--- src/rtl/crc_comparator_pkg.sv ---
// Shared CRC defines for the comparator: key/address/data widths and the
// comparator FSM state encoding.
package crc_comparator_pkg;

    localparam int CRC_KEY_WIDTH         = 8;
    localparam int CRC_RAM_ADDRESS_WIDTH = 10;
    localparam int CRC_WIDTH             = 32;

    typedef enum logic [3:0] {
        IDLE     = 4'd0,
        LATCH    = 4'd1,
        RD0      = 4'd2,
        RD1      = 4'd3,
        RD2      = 4'd4,
        CMP      = 4'd5,
        INC      = 4'd6,
        WAIT_ACK = 4'd7,
        DONE     = 4'd8,
        RST_TASK = 4'd9
    } state_t;

endpackage

--- src/rtl/crc_comparator_vote.sv ---
// crc_vote: three-way CRC equality / majority vote. Reports which single core
// disagrees with the other two, or 3 when no two cores agree.
module crc_vote
    import crc_comparator_pkg::*;
(
    input  logic [CRC_WIDTH-1:0] a,
    input  logic [CRC_WIDTH-1:0] b,
    input  logic [CRC_WIDTH-1:0] c,
    output logic                 mismatch,
    output logic [1:0]           odd_core
);

    logic ab, bc, ac;

    assign ab = (a == b);
    assign bc = (b == c);
    assign ac = (a == c);

    // Pick the outlier core from the pairwise equalities.
    always_comb begin
        mismatch = 1'b1;
        odd_core = 2'd3;
        if (ab && bc) begin
            mismatch = 1'b0;
            odd_core = 2'd0;
        end else if (ab) begin
            odd_core = 2'd2;
        end else if (ac) begin
            odd_core = 2'd1;
        end else if (bc) begin
            odd_core = 2'd0;
        end
    end

endmodule

--- src/rtl/crc_comparator.sv ---
// crc_comparator: reads the oldest CRC of a task from each core's queue,
// votes (TMR) or compares (DMR), advances the tails and reports the result.
// Optional feature macro: CRC_COMP_RESET_ON_MISMATCH_EN -- a mismatch resets
// the task instead of advancing the tails.
module crc_comparator
    import crc_comparator_pkg::*;
#(
    parameter int TAIL_ACK_TIMEOUT = 15
) (
    input  logic                             clk,
    input  logic                             reset,
    input  logic                             check_req,
    input  logic [CRC_KEY_WIDTH-1:0]         check_task_id,
    input  logic                             check_tmr,
    output logic [CRC_KEY_WIDTH-1:0]         comparator_task_id,
    input  logic [CRC_RAM_ADDRESS_WIDTH-1:0] comp_head_pointer_0,
    input  logic [CRC_RAM_ADDRESS_WIDTH-1:0] comp_head_pointer_1,
    input  logic [CRC_RAM_ADDRESS_WIDTH-1:0] comp_head_pointer_2,
    input  logic [CRC_RAM_ADDRESS_WIDTH-1:0] comp_tail_pointer_0,
    input  logic [CRC_RAM_ADDRESS_WIDTH-1:0] comp_tail_pointer_1,
    input  logic [CRC_RAM_ADDRESS_WIDTH-1:0] comp_tail_pointer_2,
    output logic                             comparator_inc_tail_pointer,
    output logic                             comparator_reset_task,
    input  logic                             comp_inc_tail_pointer_ack,
    output logic                             ram_rd_en,
    output logic [CRC_RAM_ADDRESS_WIDTH-1:0] ram_rd_addr,
    output logic [1:0]                       ram_rd_core,
    input  logic [CRC_WIDTH-1:0]             ram_rd_data,
    output logic                             result_valid,
    output logic                             result_empty,
    output logic                             result_mismatch,
    output logic                             result_timeout,
    output logic [1:0]                       result_core,
    output logic [CRC_KEY_WIDTH-1:0]         result_task_id
);

    localparam int CNT_W = (TAIL_ACK_TIMEOUT > 1) ? $clog2(TAIL_ACK_TIMEOUT) : 1;
    localparam logic [CNT_W-1:0] CNT_LAST = CNT_W'(TAIL_ACK_TIMEOUT - 1);

    state_t               state, state_next;
    logic                 tmr;
    logic                 empty;
    logic [CRC_WIDTH-1:0] data_0, data_1;
    logic [CNT_W-1:0]     wait_cnt;
    logic                 pend_mismatch;
    logic [1:0]           pend_core;
    logic                 vote_mismatch;
    logic [1:0]           vote_core;
    logic                 cmp_mismatch;
    logic [1:0]           cmp_core;
    logic                 queue_empty;
    logic                 commit, fin_empty, fin_timeout;

    // Core 2 data is compared straight off the RAM port in the cycle it lands.
    crc_vote u_vote (
        .a        (data_0),
        .b        (data_1),
        .c        (ram_rd_data),
        .mismatch (vote_mismatch),
        .odd_core (vote_core)
    );

    assign cmp_mismatch = tmr ? vote_mismatch : (data_0 != data_1);
    assign cmp_core     = tmr ? vote_core : (cmp_mismatch ? 2'd3 : 2'd0);

    assign queue_empty = (comp_head_pointer_0 == comp_tail_pointer_0) ||
                         (comp_head_pointer_1 == comp_tail_pointer_1) ||
                         (tmr && (comp_head_pointer_2 == comp_tail_pointer_2));

    // State register.
    always_ff @(posedge clk or negedge reset) begin
        if (!reset) state <= IDLE;
        else        state <= state_next;
    end

    // Next state; commit marks the transition into DONE.
    always_comb begin
        state_next  = state;
        commit      = 1'b0;
        fin_empty   = 1'b0;
        fin_timeout = 1'b0;
        case (state)
            IDLE:     if (check_req) state_next = LATCH;
            LATCH:    state_next = RD0;
            RD0: begin
                if (empty) begin
                    state_next = DONE;
                    commit     = 1'b1;
                    fin_empty  = 1'b1;
                end else begin
                    state_next = RD1;
                end
            end
            RD1:      state_next = RD2;
            RD2:      state_next = CMP;
            CMP: begin
`ifdef CRC_COMP_RESET_ON_MISMATCH_EN
                state_next = cmp_mismatch ? RST_TASK : INC;
`else
                state_next = INC;
`endif
            end
            RST_TASK: begin
                state_next = DONE;
                commit     = 1'b1;
            end
            INC:      state_next = WAIT_ACK;
            WAIT_ACK: begin
                if (comp_inc_tail_pointer_ack) begin
                    state_next = DONE;
                    commit     = 1'b1;
                end else if (wait_cnt == CNT_LAST) begin
                    state_next  = DONE;
                    commit      = 1'b1;
                    fin_timeout = 1'b1;
                end
            end
            DONE:     state_next = IDLE;
            default:  state_next = IDLE;
        endcase
    end

    // Output decode; the pointer compare in LATCH is registered and acted on in RD0.
    always_comb begin
        ram_rd_en   = 1'b0;
        ram_rd_addr = '0;
        ram_rd_core = 2'd0;
        case (state)
            RD0: begin
                ram_rd_en   = !empty;
                ram_rd_addr = comp_tail_pointer_0;
            end
            RD1: begin
                ram_rd_en   = 1'b1;
                ram_rd_addr = comp_tail_pointer_1;
                ram_rd_core = 2'd1;
            end
            RD2: begin
                ram_rd_en   = tmr;
                ram_rd_addr = tmr ? comp_tail_pointer_2 : '0;
                ram_rd_core = tmr ? 2'd2 : 2'd0;
            end
            default: ;
        endcase
    end

    assign comparator_inc_tail_pointer = (state == INC);
    assign comparator_reset_task       = (state == RST_TASK);
    assign result_valid                = (state == DONE);

    // Request latch, empty flag, data capture and ack timer.
    always_ff @(posedge clk or negedge reset) begin
        if (!reset) begin
            comparator_task_id <= '0;
            tmr                <= 1'b0;
            empty              <= 1'b0;
            data_0             <= '0;
            data_1             <= '0;
            wait_cnt           <= '0;
            pend_mismatch      <= 1'b0;
            pend_core          <= 2'd0;
        end else begin
            if (state == IDLE && check_req) begin
                comparator_task_id <= check_task_id;
                tmr                <= check_tmr;
            end
            if (state == LATCH) empty  <= queue_empty;
            if (state == RD1)   data_0 <= ram_rd_data;
            if (state == RD2)   data_1 <= ram_rd_data;
            if (state == CMP) begin
                pend_mismatch <= cmp_mismatch;
                pend_core     <= cmp_core;
            end
            wait_cnt <= (state == WAIT_ACK) ? wait_cnt + 1'b1 : '0;
        end
    end

    // Result fields update only on entry to DONE and hold until the next one.
    always_ff @(posedge clk or negedge reset) begin
        if (!reset) begin
            result_empty    <= 1'b0;
            result_mismatch <= 1'b0;
            result_timeout  <= 1'b0;
            result_core     <= 2'd0;
            result_task_id  <= '0;
        end else if (commit) begin
            result_empty    <= fin_empty;
            result_timeout  <= fin_timeout;
            result_mismatch <= fin_empty ? 1'b0 : pend_mismatch;
            result_core     <= fin_empty ? 2'd0 : pend_core;
            result_task_id  <= comparator_task_id;
        end
    end

endmodule

--- config.mk ---
export PLATFORM = sky130hd
export DESIGN_NAME = crc_comparator
export DESIGN_NICKNAME = d
export VERILOG_FILES = /design/src/rtl/crc_comparator_pkg.sv /design/src/rtl/crc_comparator_vote.sv /design/src/rtl/crc_comparator.sv
export SDC_FILE = /design/constraint.sdc
export NUM_CORES = 1
export LEC_CHECK = 0
export BUFFER_PORTS_ARGS = -buffer_cell sky130_fd_sc_hd__buf_2
export CORE_MARGIN = 4
export CORE_UTILIZATION = 50
export DETAILED_ROUTE_END_ITERATION = 10
export PLACE_DENSITY = 0.76
export SLEW_MARGIN = 20
export SYNTH_ARGS = -nofsm -noshare
export SYNTH_HDL_FRONTEND = slang
export SYNTH_SLANG_ARGS = --single-unit
--- constraint.sdc ---
create_clock -name clk -period 2.1 [get_ports clk]
set_input_delay 0.42 -clock clk [delete_from_list [all_inputs] [get_ports clk]]
set_output_delay 0.42 -clock clk [all_outputs]
set_load 0.01 [all_outputs]
==> flow_summary.ini <==
[outcome]
outcome = finished, violations left
violations = negative setup slack

[power]
netSwitchingFraction_pct = 36.9
seq_power_share_pct = 37.5
irDropWorstVdd_v = 0.000734
p_leak_nw = 3.03
intPower_mw = 6.17
clkPwrFrac_pct = 14.7
p_switching_mw = 3.61
p_comb_share_pct = 47.8
cellPowerDensity_nw_per_um2 = 1450

[timing]
fmax_ghz = 0.451
worstMarginPinSlew_ns = 0.515
slew_viol_final = 0
final-hold-violation-count = 0
setup_viol = 11
timing.hold.ws_ns = 0.281
setup_slack_ns = -0.116
finClkSkew_ns = 0.0150
post-route-period-util_pct = 106
setup_tns_ns = -0.726
period_needed_ns = 2.22
rsz0062_at_grt = true
slew_headroom_pct = 65.6

[clock_network]
cts_sinks = 98
h-tree-depth = 3
cts_buffer_depth = 2
clkLatencyLatePin_ns = 0.38
cts_root_buf = clkbuf_8
cts_buffers = 9
clkSlewWorstSetupHoldPaths_ns = 0.09
cts_tree = done

[synth]
synth_edf_count = 0
async_flop_share_pct = 100
synth_cell_types = 39
syn_area_sq_um = 5400
ys_seq_area_share_pct = 45.4
synth-seq-cells = 98
synth_ff_type = dfrtp_1
avgSynthCellArea_sq_um = 12.0
synth_nets = 556
netlist_instances = 449
ys_warn_count = 0

[placement]
dp_worst_setup_slack_ns = -0.209
io_buffers = 141
place_congestion = 1.09
dp_hpwl_mm = 10.2

[worst_hold_path]
hold_class = primary input to flip-flop
hold_path_depth = 2
worstHoldStart = check_task_id[4]
hold_path_end = comparator_task_id[4]$_DFFE_PN0P_

[global_routing]
grt_usage_pct = 22.0
grt_overflow = 0
first_global_vias = 4390
grt_max_degree = 42
grt_pass1_wl_mm = 22.0
antenna_found_initial = 0

[layout]
multiInputGateArea_sq_um = 2880
drive_gt1_share_pct = 44.1
area_delta_synth_final_pct = 25.3
nets = 721
fillerInstances = 795
n_antenna_cell = 0
seqCellArea_sq_um = 2450

[routing]
drc = 0
first_pass_iters = 5
num_vias = 4120
drt_iter0_markers = 318
avgRoutedWirePerCell_microns = 17.8
wl_mm = 13.4
vias_per_cell = 5.46
drtAntennaViolNets = 0

[critical_path]
critPathLaunchType = flip-flop
r2r_start = state[3]$_DFFE_PN0P_
r2r_slack_ns = 0.10
reg2reg_to = result_task_id[5]$_DFFE_PN0P_
critPathKind = flip-flop to primary output
crit_required_ns = 1.68
worstPathMaxFanout = 6
end_kind = primary output
crit_arrival_ns = 1.80
ff2ff_path_depth = 7

[floorplan]
num_rows = 37
die_x_microns = 112
io_pins = 142
core_area_sq_um = 10400
die_h_microns = 112
initial_utilization_pct = 51.8
die_area_sq_um = 12500

[run]
max_cap_violations = 0
## layout by cell type (no fill, tap or decap), drive strengths merged, types with 2 or more instances in the layout
cell type and instances:
clkbuf 9, xnor2 92, buf 164, a31oi 2
mux2 82, nand2b 3, nor2 21, bufinv 3
xor2 37, nor4 15, a222oi 10, mux2i 3
nand4 24, nand2 5, a21oi 4, o21ai 2
and2 2, ha 2, inv 16, clkinv 2
nor3 6, nand3 3, dfrtp 98
## power by group through the flow
stage,logic (mW),registers (mW),clock network (mW)
after floorplan,3.01,3.66,0
after global placement,4.27,3.62,0
after detailed placement,4.38,3.69,0
after CTS,4.58,3.67,1.47
after global routing,5.06,3.82,1.56
final,4.67,3.67,1.44
## synth_stat cells (all sizes together), types with 2 or more instances
library cell / n / area share, %
a21oi: 4 / 0.37
a222oi: 10 / 1.9
a31oi: 2 / 0.23
buf: 10 / 0.97
clkbuf: 2 / 0.14
dfrtp: 98 / 45
ha: 2 / 0.46
inv: 15 / 1.0
mux2: 82 / 18
mux2i: 3 / 0.56
nand2: 5 / 0.35
nand2b: 3 / 0.39
nand3: 3 / 0.28
nand4: 24 / 2.8
nor2: 21 / 1.6
nor3: 6 / 0.74
nor4: 15 / 2.0
o21ai: 2 / 0.19
xnor2: 92 / 15
xor2: 37 / 6.0
## metrics by stage
step / cell area [sq um] / total power [mW] / std cells / utilization (%)
final: 6760 / 9.78 / 755 / 64.9
after global routing: 6760 / 10.4 / 755 / 64.9
after CTS: 6690 / 9.71 / 751 / 64.3
after detailed placement: 6350 / 8.07 / 727 / 61.0
after global placement: 6350 / 7.89 / 727 / 61.0
after floorplan: 5400 / 6.67 / 449 / -
## worst max path at each step
stage	startpoint	to	cells past startpoint
2_1_floorplan	state[3]$_DFFE_PN0P_	ram_rd_addr[1]	7
3_3_place_gp	state[0]$_DFFE_PN0P_	ram_rd_addr[5]	5
3_5_place_dp	state[0]$_DFFE_PN0P_	ram_rd_addr[5]	5
4_1_cts	state[3]$_DFFE_PN0P_	ram_rd_addr[6]	7
5_1_grt	state[3]$_DFFE_PN0P_	ram_rd_addr[0]	7
6_report	state[2]$_DFFE_PN0P_	ram_rd_addr[7]	7
## registers in the layout, indices dropped and copies added, names as in the netlist
register	flops
result_empty	1
data_1	32
empty	1
wait_cnt	4
tmr	1
result_mismatch	1
result_timeout	1
result_task_id	8
pend_mismatch	1
result_core	2
pend_core	2
data_0	32
state	4
comparator_task_id	8
## routing by layer
metal / track usage, % / vias up / part of all wire, %
li1: - / 1914 / -
met1: 26.2 / 2006 / 39
met2: 38.8 / 171 / 52
met3: 5.54 / 29 / 6.5
met4: 7.79 / 0 / 2.3
met5: 0 / - / 0
## cell families (layout without fill, tap and decap cells)
logic type,count (synthesis),count (layout),share of synthesized area [%]
XOR/XNOR,129,129,20.9
flip-flops,98,98,45.4
multiplexers,85,85,18.2
AND/OR/NAND/NOR,82,83,8.74
buffers and inverters,27,196,2.16
AO/OA/AOI/OAI,26,26,4.06
adder cells (fa/ha/maj),2,2,0.464
## critical path, stage by stage (launching register included)
cell and delay, ns:
dfrtp_1 0.41, buf_6 0.14, nand2b_4 0.08, nor3_4 0.05
and2_4 0.17, a222oi_1 0.37, inv_1 0.07, buf_2 0.15
## cell type report
class	instances	area share, %
clock buffer	9	1.83
clock inverter	7	1.72
inverter	15	0.833
multi-input combinational	325	42.6
sequential	98	36.3
tap	136	2.52
timing repair buffer	165	14.2
## timing repair
action	in CTS	in global routing
hold buffers	1	0
endpoints found under the setup margin	12	19
cloned	1	0
resized for setup	11	6
buffers inserted	6	5
pin swaps	11	5
hold endpoints to repair	2	0
No activity file was read; power rests on OpenSTA's default activity.
